--- src/rtl/fifo_wr_arb_if.sv ---
// Bundle between the write arbiter, its requesters and the downstream FIFO.
// The slave modport is the arbiter's view; master is the requester/FIFO side.
interface fifo_wr_arb_if #(
  parameter int WIDTH = 32,
  parameter int NREQ  = 4,
  parameter int DEPTH = 16
);
  localparam int CW = $clog2(DEPTH) + 1;

  logic [NREQ-1:0]       req_valid_i;
  logic [NREQ*WIDTH-1:0] req_data_i;
  logic [NREQ-1:0]       req_ready_o;
  logic [NREQ-1:0]       grant_o;
  logic                  fifo_rd_i;
  logic                  fifo_empty_i;
  logic                  fifo_full_i;
  logic                  wr_en_o;
  logic [WIDTH-1:0]      data_o;
  logic [CW-1:0]         credits_o;
  logic                  overflow_o;

  modport slave (
    input  req_valid_i, req_data_i, fifo_rd_i, fifo_empty_i, fifo_full_i,
    output req_ready_o, grant_o, wr_en_o, data_o, credits_o, overflow_o
  );

  modport master (
    output req_valid_i, req_data_i, fifo_rd_i, fifo_empty_i, fifo_full_i,
    input  req_ready_o, grant_o, wr_en_o, data_o, credits_o, overflow_o
  );
endinterface

--- src/rtl/fifo_wr_arb.sv ---
// Credit-tracked round-robin burst arbiter feeding one FIFO write port.
// Define FIFO_WR_ARB_STRICT_P0_EN to give requester 0 absolute priority.
module fifo_wr_arb #(
  parameter int WIDTH     = 32,
  parameter int NREQ      = 4,
  parameter int DEPTH     = 16,
  parameter int MAX_BURST = 4
) (
  input  logic            clk_i,
  input  logic            rst_i,
  fifo_wr_arb_if.slave    bus
);
  localparam int CW = $clog2(DEPTH) + 1;
  localparam int PW = $clog2(NREQ);
  localparam int BW = $clog2(MAX_BURST + 1);

  typedef enum logic {IDLE, OWN} state_t;

  state_t            r_state, w_state_nxt;
  logic [NREQ-1:0]   r_grant, w_grant_nxt;
  logic [PW-1:0]     r_owner, w_owner_nxt;
  logic [PW-1:0]     r_rr_ptr, w_rr_nxt, w_rr_win;
  logic [PW-1:0]     w_win;
  logic              w_found;
  logic [BW-1:0]     r_burst;
  logic              r_wr_en;
  logic [WIDTH-1:0]  r_data;
  logic [CW-1:0]     r_credits;
  logic              r_ovf;
  logic [NREQ-1:0]   w_ready;
  logic              w_acc, w_rdq, w_release, w_arb;
  int                w_idx;

  // State register
  always_ff @(posedge clk_i or negedge rst_i) begin
    if (!rst_i) begin
      r_state  <= IDLE;
      r_grant  <= '0;
      r_owner  <= '0;
      r_rr_ptr <= '0;
    end else begin
      r_state  <= w_state_nxt;
      r_grant  <= w_grant_nxt;
      r_owner  <= w_owner_nxt;
      r_rr_ptr <= w_rr_nxt;
    end
  end

  // Output decode: ready depends only on registered state
  always_comb begin
    w_ready   = (r_state == OWN && r_credits != '0) ? r_grant : '0;
    w_acc     = |(bus.req_valid_i & w_ready);
    w_rdq     = bus.fifo_rd_i && !bus.fifo_empty_i;
    w_release = (r_state == OWN) &&
                (!bus.req_valid_i[r_owner] ||
                 (w_acc && r_burst == BW'(MAX_BURST - 1)));
    w_arb     = (r_state == IDLE) || w_release;
  end

  // Winner search; the pointer records who should be looked at first next time
  always_comb begin
    w_found  = 1'b0;
    w_win    = '0;
    w_rr_win = r_rr_ptr;
    w_idx    = 0;
`ifdef FIFO_WR_ARB_STRICT_P0_EN
    if (bus.req_valid_i[0]) begin
      w_found = 1'b1;
    end else begin
      for (int k = 0; k < NREQ - 1; k++) begin
        w_idx = ((r_rr_ptr == '0) ? 1 : int'(r_rr_ptr)) + k;
        if (w_idx >= NREQ) w_idx = w_idx - (NREQ - 1);
        if (!w_found && bus.req_valid_i[w_idx]) begin
          w_found = 1'b1;
          w_win   = PW'(w_idx);
        end
      end
      w_rr_win = (w_win == PW'(NREQ - 1)) ? PW'(1) : w_win + 1'b1;
    end
`else
    for (int k = 0; k < NREQ; k++) begin
      w_idx = int'(r_rr_ptr) + k;
      if (w_idx >= NREQ) w_idx = w_idx - NREQ;
      if (!w_found && bus.req_valid_i[w_idx]) begin
        w_found = 1'b1;
        w_win   = PW'(w_idx);
      end
    end
    w_rr_win = (w_win == PW'(NREQ - 1)) ? '0 : w_win + 1'b1;
`endif
  end

  // Next state: release and re-arbitration share one edge
  always_comb begin
    w_state_nxt = r_state;
    w_grant_nxt = r_grant;
    w_owner_nxt = r_owner;
    w_rr_nxt    = r_rr_ptr;
    if (w_arb) begin
      if (w_found) begin
        w_state_nxt        = OWN;
        w_grant_nxt        = '0;
        w_grant_nxt[w_win] = 1'b1;
        w_owner_nxt        = w_win;
        w_rr_nxt           = w_rr_win;
      end else begin
        w_state_nxt = IDLE;
        w_grant_nxt = '0;
      end
    end
  end

  // Datapath, credit and error tracking
  always_ff @(posedge clk_i or negedge rst_i) begin
    if (!rst_i) begin
      r_burst   <= '0;
      r_wr_en   <= 1'b0;
      r_data    <= '0;
      r_credits <= CW'(DEPTH);
      r_ovf     <= 1'b0;
    end else begin
      if (w_arb)      r_burst <= '0;
      else if (w_acc) r_burst <= r_burst + 1'b1;
      r_wr_en <= w_acc;
      if (w_acc) r_data <= bus.req_data_i[int'(r_owner)*WIDTH +: WIDTH];
      if (w_acc && !w_rdq)
        r_credits <= r_credits - 1'b1;
      else if (w_rdq && !w_acc && r_credits != CW'(DEPTH))
        r_credits <= r_credits + 1'b1;
      if (r_wr_en && bus.fifo_full_i) r_ovf <= 1'b1;
    end
  end

  assign bus.req_ready_o = w_ready;
  assign bus.grant_o     = r_grant;
  assign bus.wr_en_o     = r_wr_en;
  assign bus.data_o      = r_data;
  assign bus.credits_o   = r_credits;
  assign bus.overflow_o  = r_ovf;
endmodule

--- src/flat_wrapper.sv ---
// flat-port wrapper written by rule: the top's interface ports become plain ports
module fifo_wr_arb_flat 
#(
  parameter int WIDTH     = 32,
  parameter int NREQ      = 4,
  parameter int DEPTH     = 16,
  parameter int MAX_BURST = 4
)
  (clk_i, rst_i, bus_req_valid_i, bus_req_data_i, bus_fifo_rd_i, bus_fifo_empty_i, bus_fifo_full_i, bus_req_ready_o, bus_grant_o, bus_wr_en_o, bus_data_o, bus_credits_o, bus_overflow_o);
  fifo_wr_arb_if #(.WIDTH(WIDTH), .NREQ(NREQ), .DEPTH(DEPTH)) bus_i ();
  input  logic clk_i;
  input  logic rst_i;
  input wire logic [$bits(bus_i.req_valid_i)-1:0] bus_req_valid_i;
  input wire logic [$bits(bus_i.req_data_i)-1:0] bus_req_data_i;
  input wire logic [$bits(bus_i.fifo_rd_i)-1:0] bus_fifo_rd_i;
  input wire logic [$bits(bus_i.fifo_empty_i)-1:0] bus_fifo_empty_i;
  input wire logic [$bits(bus_i.fifo_full_i)-1:0] bus_fifo_full_i;
  output wire logic [$bits(bus_i.req_ready_o)-1:0] bus_req_ready_o;
  output wire logic [$bits(bus_i.grant_o)-1:0] bus_grant_o;
  output wire logic [$bits(bus_i.wr_en_o)-1:0] bus_wr_en_o;
  output wire logic [$bits(bus_i.data_o)-1:0] bus_data_o;
  output wire logic [$bits(bus_i.credits_o)-1:0] bus_credits_o;
  output wire logic [$bits(bus_i.overflow_o)-1:0] bus_overflow_o;
  assign bus_i.req_valid_i = bus_req_valid_i;
  assign bus_i.req_data_i = bus_req_data_i;
  assign bus_i.fifo_rd_i = bus_fifo_rd_i;
  assign bus_i.fifo_empty_i = bus_fifo_empty_i;
  assign bus_i.fifo_full_i = bus_fifo_full_i;
  assign bus_req_ready_o = bus_i.req_ready_o;
  assign bus_grant_o = bus_i.grant_o;
  assign bus_wr_en_o = bus_i.wr_en_o;
  assign bus_data_o = bus_i.data_o;
  assign bus_credits_o = bus_i.credits_o;
  assign bus_overflow_o = bus_i.overflow_o;
  fifo_wr_arb #(.WIDTH(WIDTH), .NREQ(NREQ), .DEPTH(DEPTH), .MAX_BURST(MAX_BURST)) u_core (.clk_i(clk_i), .rst_i(rst_i), .bus(bus_i));
endmodule
--- config.mk ---
export PLATFORM = sky130hd
export DESIGN_NAME = fifo_wr_arb_flat
export DESIGN_NICKNAME = d
export VERILOG_FILES = /design/src/rtl/fifo_wr_arb_if.sv /design/src/rtl/fifo_wr_arb.sv /design/src/flat_wrapper.sv
export SDC_FILE = /design/constraint.sdc
export NUM_CORES = 1
export LEC_CHECK = 0
export ABC_AREA = 1
export BUFFER_PORTS_ARGS = -buffer_cell sky130_fd_sc_hd__buf_2
export CAP_MARGIN = 20
export CORE_MARGIN = 2
export CORE_UTILIZATION = 40
export CTS_CLUSTER_DIAMETER = 150
export DETAILED_ROUTE_END_ITERATION = 16
export PLACE_DENSITY = 0.74
export SETUP_SLACK_MARGIN = 0.3
export SYNTH_ARGS = -nofsm -noshare
export SYNTH_HDL_FRONTEND = slang
export SYNTH_SLANG_ARGS = --single-unit
--- constraint.sdc ---
create_clock -name clk_i -period 3.3 [get_ports clk_i]
set_clock_uncertainty 0.1 [all_clocks]
set_input_delay 0.495 -clock clk_i [delete_from_list [all_inputs] [get_ports clk_i]]
set_output_delay 0.495 -clock clk_i [all_outputs]
set_load 0.005 [all_outputs]
* Word level (Yosys, flattened, before mapping)
Cells that the tools add are included.
Cells by class: reduce and logical (&&, ||, !) cells 26, shift-type cells 1, equal/unequal tests 3, $lt $le $gt $ge 11, $add $sub $neg 11, muxes and demuxes 36, bitwise logic cells 2
Operators by type and width (count):
- less-than comparator 32 x 4 -> 1 bit, second input constant | 4
- 2-to-1 mux 32 bit | 4
- indexed part select 128 x 8 -> 32 bit | 1
- >= comparator 32 x 4 -> 1 bit, second input constant | 3
- subtractor 32 x 4 -> 32 bit, second input constant | 3
- 2-to-1 mux 1 bit | 15
- logical AND 1 bit | 12
- binary-select mux 1 bit (select 2 bit) | 5
- 2-to-1 mux 2 bit | 5
- 2-to-1 mux 5 bit | 2
- 2-to-1 mux 4 bit | 2
- zero test 1 bit | 7
- adder 2 x 2 -> 3 bit, second input constant | 2
- less-than comparator 2 x 3 -> 1 bit, second input constant | 2
- 2-to-1 mux 3 bit | 2
- adder 5 x 1 -> 5 bit, second input constant | 1
- != test 5 bit, second input constant | 1
- nonzero test 5 bit | 1
- subtractor 5 x 1 -> 5 bit, second input constant | 1
- AND 4 bit | 1
- nonzero test 2 bit | 2
- OR reduction 4 bit | 1
- subtractor 2 x 3 -> 4 bit, second input constant | 1
- adder 2 x 1 -> 3 bit, second input constant | 1
- other kinds (10) | 11
Word-level totals: bits in registers 51, input port bits 137, output and inout port bits 47, word-level logic and storage cells 99

* Depth between registers and ports, before layout
word-level depth 20, gate-level depth with buffers 15

* Worst setup path after synthesis
OpenSTA, ideal clock, no wires.
path type register to register, from reg u_core.r_credits[1] (netlist: u_core.bus.credits_o[1]), to reg u_core.r_credits[4] (netlist: u_core.bus.credits_o[4]), buffers on the path 0, stages on the path, launching flop included 16, data required time 3142 ps, path slack 986 ps, arrival 2156 ps, setup time 58 ps, path through dfrtp_1 nor2_1 nand3_2 nand4_1 nand2_2 o21ai_2 inv_1 ha_1 a21o_1 a31oi_1 inv_1 nand2_1 nand2_1 nand2_1 nand2_1 inv_1
On the way: longest elaborated chain between the ends 9, elaborated cells on any way between the ends 15, those cells by class 2 x add/sub; 1 x eq/ne; 3 x mux; 1 x bitwise; 8 x reduce/logical
Ends and longest elaborated chain:
- from (decl) | RTL line fifo_wr_arb.sv:28 | logic [CW-1:0] r_credits;
- from (signal assigned) | RTL line fifo_wr_arb.sv:119 | r_credits <= CW'(DEPTH);
- from (signal assigned) | RTL line fifo_wr_arb.sv:127 | r_credits <= r_credits - 1'b1;
- from (signal assigned) | RTL line fifo_wr_arb.sv:129 | r_credits <= r_credits + 1'b1;
- nonzero test 5 bit | RTL line fifo_wr_arb.sv:51 | w_ready = (r_state == OWN && r_credits != '0) ? r_grant : '0;
- logical AND 1 bit | RTL line fifo_wr_arb.sv:51
- 2-to-1 mux 4 bit | RTL line fifo_wr_arb.sv:51
- AND 4 bit | RTL line fifo_wr_arb.sv:52 | w_acc = |(bus.req_valid_i & w_ready);
- OR reduction 4 bit | RTL line fifo_wr_arb.sv:52
- zero test 1 bit | RTL line fifo_wr_arb.sv:128 | else if (w_rdq && !w_acc && r_credits != CW'(DEPTH))
- logical AND 1 bit (2 in a row) | RTL line fifo_wr_arb.sv:128
- nonzero test 2 bit (no source line)
Several ways; a longest one is shown, not always the timed one. The select of a mux whose other input is x is not followed. A chain may end at the register's enable or synchronous reset.

* Final worst setup path
Ends and elaborated chain as after synthesis.

==> flow_summary.yaml <==
status:
  outcome: "finished clean"
timing:
  max_slew.worst_pin.slew_ns: 0.602
  min_period_over_period_pct: 78.0
  hold_viol_final: 0
  finalSetupViolations: 0
  timing.slew.headroom_pct: 59.9
  fmax_ghz: 0.388
  period_minus_slack_ns: 2.57
  rsz0062_at_grt: "no"
  slew_violations: 0
  setup_tns_ns: 0
grt:
  grt_use_met3_pct: 3.76
  grt_first_pass_wirelength_mm: 16.7
  use_met1_pct: 25.4
  antenna_found_initial: 0
  grt_pass1_vias: 3657
  grt_max_degree: 65
  grt_overflow_total: 0
  track_usage_pct: 21.3
  grtUsageMet2_pct: 38.8
  gr-max-usage-layer: "met2"
logic_synthesis:
  yosys_warnings: 0
  ys_seq_elements: 51
  synth_area_per_cell_um2: 7.02
  syn_area_um2: 3440
  ys_seq_area_share_pct: 37.1
  synthCells: 490
  synth_cell_types: 33
  synth_fp_nets: 637
routing:
  dr.pass1.iters: 4
  vias: 3820
  drt_iter0_drc: 130
  wl_per_cell_um: 13.3
  drc: 0
  detail-route-antenna-nets: 0
  via_per_inst: 5.01
  wl_mm: 10.1
cts:
  hold_buffers: 0
  clock_latency_ns: 0.31
  clock_sinks: 51
  cts-resized-gates: 0
  cts_root_buf: "clkbuf_8"
  ctsLongestPathBuffers: 2
  cts_setup_buffers: 0
  cts_tree: "built"
  cts_buffers: 5
  cts_htree_levels: 2
  path_clk_slew_ns: 0.09
floorplan:
  die_area_um2: 9360
  design.core.area_um2: 8260
  rows: 33
  initial_core_util_pct: 41.7
  die_w_um: 96.7
  ios: 184
  dieHeight_um: 96.7
pwr:
  power.static_leakage_nw: 2.29
  power_density_nw_per_um2: 950
  ir_worst_vdd_mv: 0.344
min_path:
  hold_path.class: "in -> async"
cells_and_area:
  final_common_cell: "buf_2"
  area_growth_pct: 30.3
  ff_latch_area_um2: 1280
  multi_input_area_um2: 1900
  final_cell_mix: "buf_2, nor2_1, o21ai_0, dfrtp_1, nand2_1"
  nFillCells: 820
  drive_gt1_share_pct: 34.2
  nNetsFinal: 803
  diodes: 0
  post-route-util_pct: 54.3
critical_path:
  endpoint_kind: "flip-flop"
  worstPathRequired_ns: 3.46
  critPathKind: "reg -> reg"
  critical_path_arrival_ns: 2.73
  start_kind: "flip-flop"
  path_max_fanout: 5
placement:
  hpwl_mm: 7.65
  routabilityCongestion: 0.863
  numPortBuffers: 183
run:
  maxCapViolCount: 0
sequential cells by signal (all words and copies together), names as in the netlist:
register / cells
u_core.bus.overflow_o: 1
u_core.bus.credits_o: 5
u_core.r_owner: 2
u_core.r_state: 1
u_core.bus.grant_o: 4
u_core.r_rr_ptr: 2
u_core.bus.data_o: 32
u_core.bus.wr_en_o: 1
u_core.r_burst: 3
where the power goes:
| group | switching, mW | total (mW) | internal (mW) |
|---|---|---|---|
| clock | 0.213 | 0.441 | 0.227 |
| sequential | 0.272 | 1.21 | 0.934 |
| combinational | 1.58 | 2.61 | 1.03 |
| total | 2.07 | 4.26 | 2.19 |
metrics by stage:
step	hold WS (ns)	worst slack [ns]	instances	power, mW	instance area (µm²)
6_report	0.0678	0.725	762	4.26	4480
5_1_grt	0.0988	0.406	762	4.73	4480
4_1_cts	0.0854	0.718	762	4.29	4480
3_5_place_dp	0.343	0.742	754	3.85	4380
3_3_place_gp	0.338	0.852	754	3.73	4380
2_1_floorplan	0.0994	0.986	490	3.11	3440
per-layer routing:
| metal | vias to the layer above | share of wire [%] | wire length (µm) |
|---|---|---|---|
| met5 | - | 0 | 0 |
| met4 | 0 | 1.9 | 195 |
| met3 | 16 | 6.1 | 622 |
| met2 | 146 | 50 | 5070 |
| met1 | 1718 | 42 | 4240 |
| li1 | 1940 | - | - |
cells by family after synthesis:
kind of cell,share of synthesized area (%)
simple gates,29.5
compound gates,20.2
buf+inv,7.60
flops,37.1
fa+ha+maj,3.86
xor+xnor,1.75
synth_stat cells:
cell type	number	area, µm²
nor2_1	172	646
o21ai_0	66	330
dfrtp_1	50	1250
nand2_1	34	128
a31oi_1	33	206
inv_1	25	93.8
buf_2	14	70.1
nand3_1	12	60.1
nand2_2	10	62.6
ha_1	9	113
a21oi_1	8	40.0
clkbuf_1	8	30.0
o21ai_1	7	35.0
nand4_1	5	31.3
o21ai_2	5	43.8
buf_1	4	15.0
xor2_1	4	35.0
buf_6	3	33.8
inv_2	3	11.3
a21boi_1	2	15.0
a21o_1	2	15.0
nand3_2	2	20.0
nor2_4	2	22.5
a31o_2	1	8.76
buf_4	1	7.51
dfstp_2	1	26.3
fa_1	1	20.0
nand2_4	1	11.3
nand3b_4	1	20.0
nor2_2	1	6.26
or2_2	1	6.26
xnor2_1	1	8.76
xor2_2	1	16.3
layout make-up:
type | instances | share of cell area (%)
clock buffer | 7 | 1.70
clock inverter | 1 | 0.670
inverter | 28 | 2.34
multi-input combinational | 381 | 42.4
sequential | 51 | 28.5
tap | 105 | 2.93
timing repair buffer | 189 | 21.4
final timing paths:
kind	slack [ns]	cells after the start	start	endpoint
max	0.73	15	u_core.bus.credits_o[1]$_DFFE_PN0P_	u_core.bus.credits_o[4]$_DFFE_PN1P_
min	0.07	1	rst_i	u_core.bus.data_o[1]$_DFFE_PN0P_
max reg2reg	0.73	15	u_core.bus.credits_o[1]$_DFFE_PN0P_	u_core.bus.credits_o[4]$_DFFE_PN1P_
min reg2reg	0.37	1	u_core.bus.overflow_o$_DFFE_PN0P_	u_core.bus.overflow_o$_DFFE_PN0P_
max in group asynchronous	2.25	2	rst_i	u_core.bus.data_o[13]$_DFFE_PN0P_
min in group clk_i	0.28	2	bus_fifo_full_i	u_core.bus.overflow_o$_DFFE_PN0P_
worst max-delay path, stage by stage, from the launching register on:
cell and delay [ns]:
dfrtp_1 0.44, nor2_1 0.20, nand3_2 0.15, nand4_1 0.11, nand2_2 0.10, o21ai_2 0.27, inv_1 0.13, ha_1 0.34
a21o_1 0.17, a31oi_1 0.18, inv_1 0.06, nand2_1 0.08, nand2_1 0.06, nand2_1 0.05, nand2_1 0.04, inv_1 0.04
Power figures use the tool's default switching activity.
